[src/rtl/seq_mult_pkg.sv]
// Shared definitions for the shift-and-add sequential multiplier:
// control state encodings, the default operand width and a helper
// for sizing the bit counter.
package seq_mult_pkg;

    // Default operand width; the product is twice this wide.
    localparam int DEFAULT_N = 4;

    // Control states. The encodings are fixed so that debug views of the
    // state register decode the same way in every build.
    typedef enum logic [1:0] {
        ST_IDLE  = 2'd0,
        ST_ADD   = 2'd1,
        ST_SHIFT = 2'd2,
        ST_DONE  = 2'd3
    } state_t;

    // Counter width able to hold the value n (the counter is loaded with N
    // and counts down to 1).
    function automatic int cnt_width(input int n);
        return $clog2(n + 1);
    endfunction

endpackage

[src/rtl/mult_ctrl_fsm.sv]
// Control sequencer for the shift-and-add multiplier. Owns the state
// register and the bit counter, and decodes the per-cycle register
// strobes (clear, load, add, shift) that drive the datapath.
//
// Sequence per operation: IDLE (accept) -> N x (ADD, SHIFT) -> DONE -> IDLE.
// The counter is loaded with N on accept and decremented on every SHIFT;
// the SHIFT that sees cnt==1 is the last one, so the counter never wraps.
module mult_ctrl_fsm
    import seq_mult_pkg::*;
#(
    parameter int N  = DEFAULT_N,
    parameter int CW = cnt_width(N)
) (
    input  logic clk,
    input  logic resetn,
    input  logic start,
    input  logic q0,
    output logic clr,
    output logic ld,
    output logic add,
    output logic shft,
    output logic busy,
    output logic done
);

    localparam logic [CW-1:0] CNT_LOAD = CW'(N);
    localparam logic [CW-1:0] CNT_ONE  = CW'(1);

    state_t          state;
    state_t          state_nxt;
    logic [CW-1:0]   cnt;
    logic [CW-1:0]   cnt_nxt;
    logic            cnt_is_one;

    assign cnt_is_one = (cnt == CNT_ONE);

    // State and bit counter registers; reset aborts any operation in flight.
    always_ff @(posedge clk or negedge resetn) begin
        if (!resetn) begin
            state <= ST_IDLE;
            cnt   <= '0;
        end else begin
            state <= state_nxt;
            cnt   <= cnt_nxt;
        end
    end

    // Next-state and counter update.
    always_comb begin
        state_nxt = state;
        cnt_nxt   = cnt;
        case (state)
            ST_IDLE: begin
                if (start) begin
                    state_nxt = ST_ADD;
                    cnt_nxt   = CNT_LOAD;
                end
            end
            ST_ADD: begin
                state_nxt = ST_SHIFT;
            end
            ST_SHIFT: begin
                cnt_nxt   = cnt - CNT_ONE;
                state_nxt = cnt_is_one ? ST_DONE : ST_ADD;
            end
            ST_DONE: begin
                // Start presented here is deliberately ignored; the host
                // must present it again once the block is back in IDLE.
                state_nxt = ST_IDLE;
            end
            default: begin
                state_nxt = ST_IDLE;
            end
        endcase
    end

    // Strobe decode: clear/load fire combinationally on an accepted start,
    // add only when the current multiplier LSB is set.
    always_comb begin
        clr  = 1'b0;
        ld   = 1'b0;
        add  = 1'b0;
        shft = 1'b0;
        busy = 1'b0;
        done = 1'b0;
        case (state)
            ST_IDLE: begin
                clr = start;
                ld  = start;
            end
            ST_ADD: begin
                add  = q0;
                busy = 1'b1;
            end
            ST_SHIFT: begin
                shft = 1'b1;
                busy = 1'b1;
            end
            ST_DONE: begin
                done = 1'b1;
            end
            default: begin
                clr = 1'b0;
            end
        endcase
    end

endmodule

[src/rtl/seq_mult_ctrl.sv]
// Shift-and-add unsigned sequential multiplier: control sequencer plus
// the A/E/Q/M datapath. The product is the concatenation {A,Q}.
//
// Host handshake: start is a request sampled only while idle; a start seen
// while busy or during the done cycle is dropped, not queued. Operands are
// captured on the accepting edge and may change afterwards. done is a
// single-cycle pulse marking product valid; product then holds until the
// next accepted start.
module seq_mult_ctrl
    import seq_mult_pkg::*;
#(
    parameter int N = DEFAULT_N
) (
    input  logic             clk,
    input  logic             resetn,
    input  logic             start,
    input  logic [N-1:0]     mcand,
    input  logic [N-1:0]     mplier,
    output logic             busy,
    output logic             done,
    output logic [2*N-1:0]   product,
    output logic             clr_rg,
    output logic             ld_rg,
    output logic             add_rg,
    output logic             shft_rt
);

    logic [N-1:0] a;
    logic [N-1:0] q;
    logic [N-1:0] m;
    logic         e;
    logic [N:0]   sum;

    // Full N+1-bit sum so the carry lands in E; A+M never exceeds N+1 bits.
    assign sum = {1'b0, a} + {1'b0, m};

    mult_ctrl_fsm #(
        .N (N)
    ) u_fsm (
        .clk    (clk),
        .resetn (resetn),
        .start  (start),
        .q0     (q[0]),
        .clr    (clr_rg),
        .ld     (ld_rg),
        .add    (add_rg),
        .shft   (shft_rt),
        .busy   (busy),
        .done   (done)
    );

    // Accumulator A and carry E: cleared on accept, loaded with the sum on
    // add, and shifted right (E into A's MSB, zero into E) on shift.
    always_ff @(posedge clk or negedge resetn) begin
        if (!resetn) begin
            a <= '0;
            e <= 1'b0;
        end else if (clr_rg) begin
            a <= '0;
            e <= 1'b0;
        end else if (add_rg) begin
            e <= sum[N];
            a <= sum[N-1:0];
        end else if (shft_rt) begin
            e <= 1'b0;
            a <= {e, a[N-1:1]};
        end
    end

    // Multiplier Q: loaded on accept, receives A's LSB on every shift so the
    // low half of the product accumulates here as multiplier bits retire.
    always_ff @(posedge clk or negedge resetn) begin
        if (!resetn) begin
            q <= '0;
        end else if (ld_rg) begin
            q <= mplier;
        end else if (shft_rt) begin
            q <= {a[0], q[N-1:1]};
        end
    end

    // Multiplicand M: captured on accept and held for the whole operation.
    always_ff @(posedge clk or negedge resetn) begin
        if (!resetn) begin
            m <= '0;
        end else if (ld_rg) begin
            m <= mcand;
        end
    end

    assign product = {a, q};

endmodule

[config.mk]
export PLATFORM = sky130hd
export DESIGN_NAME = seq_mult_ctrl
export DESIGN_NICKNAME = d
export VERILOG_FILES = /design/src/rtl/seq_mult_pkg.sv /design/src/rtl/mult_ctrl_fsm.sv /design/src/rtl/seq_mult_ctrl.sv
export SDC_FILE = /design/constraint.sdc
export NUM_CORES = 1
export LEC_CHECK = 0
export BUFFER_PORTS_ARGS = -buffer_cell sky130_fd_sc_hd__buf_2
export CELL_PAD_IN_SITES_DETAIL_PLACEMENT = 1
export CELL_PAD_IN_SITES_GLOBAL_PLACEMENT = 2
export CORE_UTILIZATION = 35
export DETAILED_ROUTE_END_ITERATION = 10
export GPL_ROUTABILITY_DRIVEN = 0
export HOLD_SLACK_MARGIN = 0.1
export PLACE_DENSITY_LB_ADDON = 0.1
export SLEW_MARGIN = 5
export SYNTH_ARGS = -nofsm -noshare
export SYNTH_HDL_FRONTEND = slang
export SYNTH_SLANG_ARGS = --single-unit
[constraint.sdc]
create_clock -name clk -period 2.6 [get_ports clk]
set_input_delay 0.52 -clock clk [delete_from_list [all_inputs] [get_ports clk]]
set_output_delay 0.52 -clock clk [all_outputs]
set_load 0.05 [all_outputs]
==> impl.org <==
** Status
- The flow ran to the end, but the final reports show violations.
- The checks that failed: DRC.

** Clocking
- Once the clock tree was built, the resizer swapped 0 gates to a different size.
- Number of hold buffers added after cts :: 0
- Counting along the longest clock path gives a buffer depth of 2.
- In this run the clock root is driven by a sky130_fd_sc_hd__clkbuf_4.
- The clock net in this run drives a total of 18 sinks.
- Clock-pin slew was measured on the worst setup and hold paths at 0.11 ns.
- Number of H-tree levels :: 1
- Buffers added to address setup during post-CTS repair amount to 0.
- Clock tree synthesis inserted a total of 3 buffers.
- For the worst-skew pair, the clock arrives at the later sink with an insertion delay of 0.30 ns.
- Clock tree from TritonCTS :: built

** Logic synthesis
- In this run the mean area of a mapped cell was 10.3 sq um.
- Counting flops with a built-in enable in the synthesized netlist gives 0.
- Number of standard cells after synthesis :: 107
- Yosys printed 0 warnings.
- Counting flops with an async set or reset pin after synthesis yields a share of 100%.
- The biggest area contributor in the post-synthesis netlist is sky130_fd_sc_hd__dfrtp_1.
- The most used flip-flop cell after synthesis is sky130_fd_sc_hd__dfrtp_1.
- The cell area that synthesis handed to floorplanning was 1100 sq um.
- Synth top area cells :: sky130_fd_sc_hd__dfrtp_1 (41%), sky130_fd_sc_hd__ha_1 (13%), sky130_fd_sc_hd__nand2_1 (6.8%)
- Portion of the post-synthesis area used by sequential elements :: 41.0%
- Synthesis produced a netlist with a net count of 130.
- Number of distinct standard cells referenced by the synthesized netlist :: 32
- Share of the synthesized area in the top cell type :: 41.0%
- Number of synthesized register bits :: 18

** Critical path
- In this run the worst path has a maximum fanout of 19.
- The critical path goes through inv_1 -> ha_1 -> nand2_2 -> inv_4 -> buf_2.
- On the worst path, the slowest cell contributes a delay of 0.44 ns.
- For the worst setup path, the data required time is 2.08 ns.
- STA classifies the critical path startpoint as a register.
- Cell type of the slowest stage on the worst timing path :: sky130_fd_sc_hd__dfrtp_1
- At the worst endpoint, the arrival time is 1.80 ns.
- Crit Path Class :: reg2out
- Endpoint kind of the worst setup timing path :: output port

** Detailed routing
- The detailed router placed 843 vias in this run.
- Residual DRC :: 1
- First-pass detailed-route iteration total :: 6
- For this block, the routed nets add up to 2350 um of wire.
- Post-route ant nets :: 0
- The first routing iteration left 19 violations.
- After detailed routing, the number of vias per cell comes to 5.24.
- Routed length per instance :: 14.6 um

** Floorplanning
- Core box area :: 2850 sq um
- Die W :: 58.0 um
- Rows :: 19
- The floorplan step set the die height to 58.0 um.
- During I/O placement, the number of pins put on the boundary was 25.
- Initial Utilization :: 38.5%
- Die Area :: 3370 sq um

** Layout
- Non-filler instance count after layout :: 161
- Most frequent cells in the layout :: sky130_fd_sc_hd__buf_2 (24), sky130_fd_sc_hd__nand2_1 (20), sky130_fd_sc_hd__dfrtp_1 (18)
- The number of antenna diodes in the final layout is 0.
- Finished Core Util :: 43.3%
- Filler Cell Count :: 333
- Post-layout net count :: 155
- Leaving out fill and tap cells, the most frequent cell in the layout is sky130_fd_sc_hd__buf_2.
- Syn-to-layout area delta :: 12.4%
- The post-route netlist has 29.2% of its cells at a drive strength greater than 1.

** Global route
- After global routing the overflow that remains totals 0.
- The initial antenna violation count is 0.
- The first global-routing pass estimated 4190 um of wire.
- The via count of the first global-routing pass was 876.
- Overall Global Routing Usage :: 16.8%
- Entering global routing, the biggest net connects 20 pins.

** STA
- Max Clock Freq :: 0.431 GHz
- In the finished design, the share of the clock period the worst path needs comes to 89.1%.
- Final WS setup :: 0.282 ns
- Maximum clock skew at final layout :: 0.00291 ns
- The final count of hold timing violations was 0.
- Setup repair after global routing left no endpoint under its margin.
- Headroom to the max-slew limit came out at 71.0%.
- The smallest clock period supported by the final layout is computed as 2.32 ns.
- Count of endpoints failing setup in the final report :: 0
- The number of slew-limit violations in the final report was 0.
- At the pin with the least slew margin, the transition time is 0.435 ns.
- Setup Total Neg Slack :: 0 ns

** Placement
- Cell count after placement :: 158
- I/O Buffers :: 24
- Pre-CTS setup slack :: 0.604 ns
- Summed over all nets, the half-perimeter wirelength after detailed placement is 1790 um.

** Run
- Across the run, the number of max-cap violations was 0.

** Hold path
- Type of the worst min-delay path :: in2async
==> per-layer routing <==
metal | GRT usage [%] | wire length [um] | up-vias
met4 | 8.50 | 55 | 0
li1 | - | - | 411
met5 | 0 | 0 | -
met1 | 23.5 | 1150 | 403
met3 | 2.46 | 100 | 5
met2 | 25.3 | 1050 | 24
==> path summary, 6_finish.rpt <==
| check | start | to | slack, ns | cells after the start |
|---|---|---|---|---|
| hold reg to reg | m[2] | m[2] | 0.50 | 2 |
| setup / recovery | u_fsm.state[0] | clr_rg | 0.28 | 5 |
| setup reg to reg | a[0] | e | 0.89 | 5 |
| min in group clk | mcand[1] | m[1] | 0.41 | 3 |
| max in group asynchronous | resetn | a[0] | 2.15 | 1 |
| hold / removal | resetn | e | 0.14 | 1 |
==> registers in the layout, summed over array words and instances, names as in the netlist <==
name and count:
a 4, m 4, u_fsm.cnt 3, q 4
u_fsm.state 2, e 1
==> metrics by stage <==
stage	hold WS, ns	instance area, sq um
floorplan	0.224	1100
global placement	0.472	1210
detailed placement	0.485	1210
CTS	0.148	1230
global route	0.162	1230
finish	0.143	1230
==> cell families after synthesis <==
kind of cell / after synthesis / synth area share (%)
and+or+nand+nor: 34 / 15.4
buffers and inverters: 12 / 7.40
DFF: 18 / 41.0
AOI/OAI and AO/OA: 22 / 13.4
adders and majority gates: 12 / 14.4
xor gates and xnor gates: 1 / 0.797
muxes: 8 / 7.63
==> worst max-delay path, delay by kind of cell (launching register included) <==
family / cells / cell delay [ns]
DFF: 1 / 0.44
and+or+nand+nor: 1 / 0.14
adders and majority gates: 1 / 0.28
buffers and inverters: 3 / 0.64
==> area by class of cell <==
class	instances	area, sq um	share of cell area [%]
multi-input cells	77	567	45.9
flip-flops and latches	18	450	36.5
repair buffers	25	128	10.3
well taps	31	38.8	3.14
inverters	7	28.8	2.33
clock buffers	3	22.5	1.82
==> synthesized netlist by cell type (2+ instances only) <==
library cell / n
sky130_fd_sc_hd__a21oi_1: 4
sky130_fd_sc_hd__buf_6: 2
sky130_fd_sc_hd__ha_1: 11
sky130_fd_sc_hd__a211oi_1: 2
sky130_fd_sc_hd__dfrtp_1: 18
sky130_fd_sc_hd__mux2i_1: 7
sky130_fd_sc_hd__o21ai_0: 5
sky130_fd_sc_hd__nand2b_1: 2
sky130_fd_sc_hd__a211oi_2: 3
sky130_fd_sc_hd__inv_1: 6
sky130_fd_sc_hd__nand2_1: 20
sky130_fd_sc_hd__buf_4: 2
sky130_fd_sc_hd__nor2_1: 3
sky130_fd_sc_hd__o21ai_1: 4
Power is not shown: default switching activity piles up to over one toggle a cycle in this logic, so the estimate is an artifact.
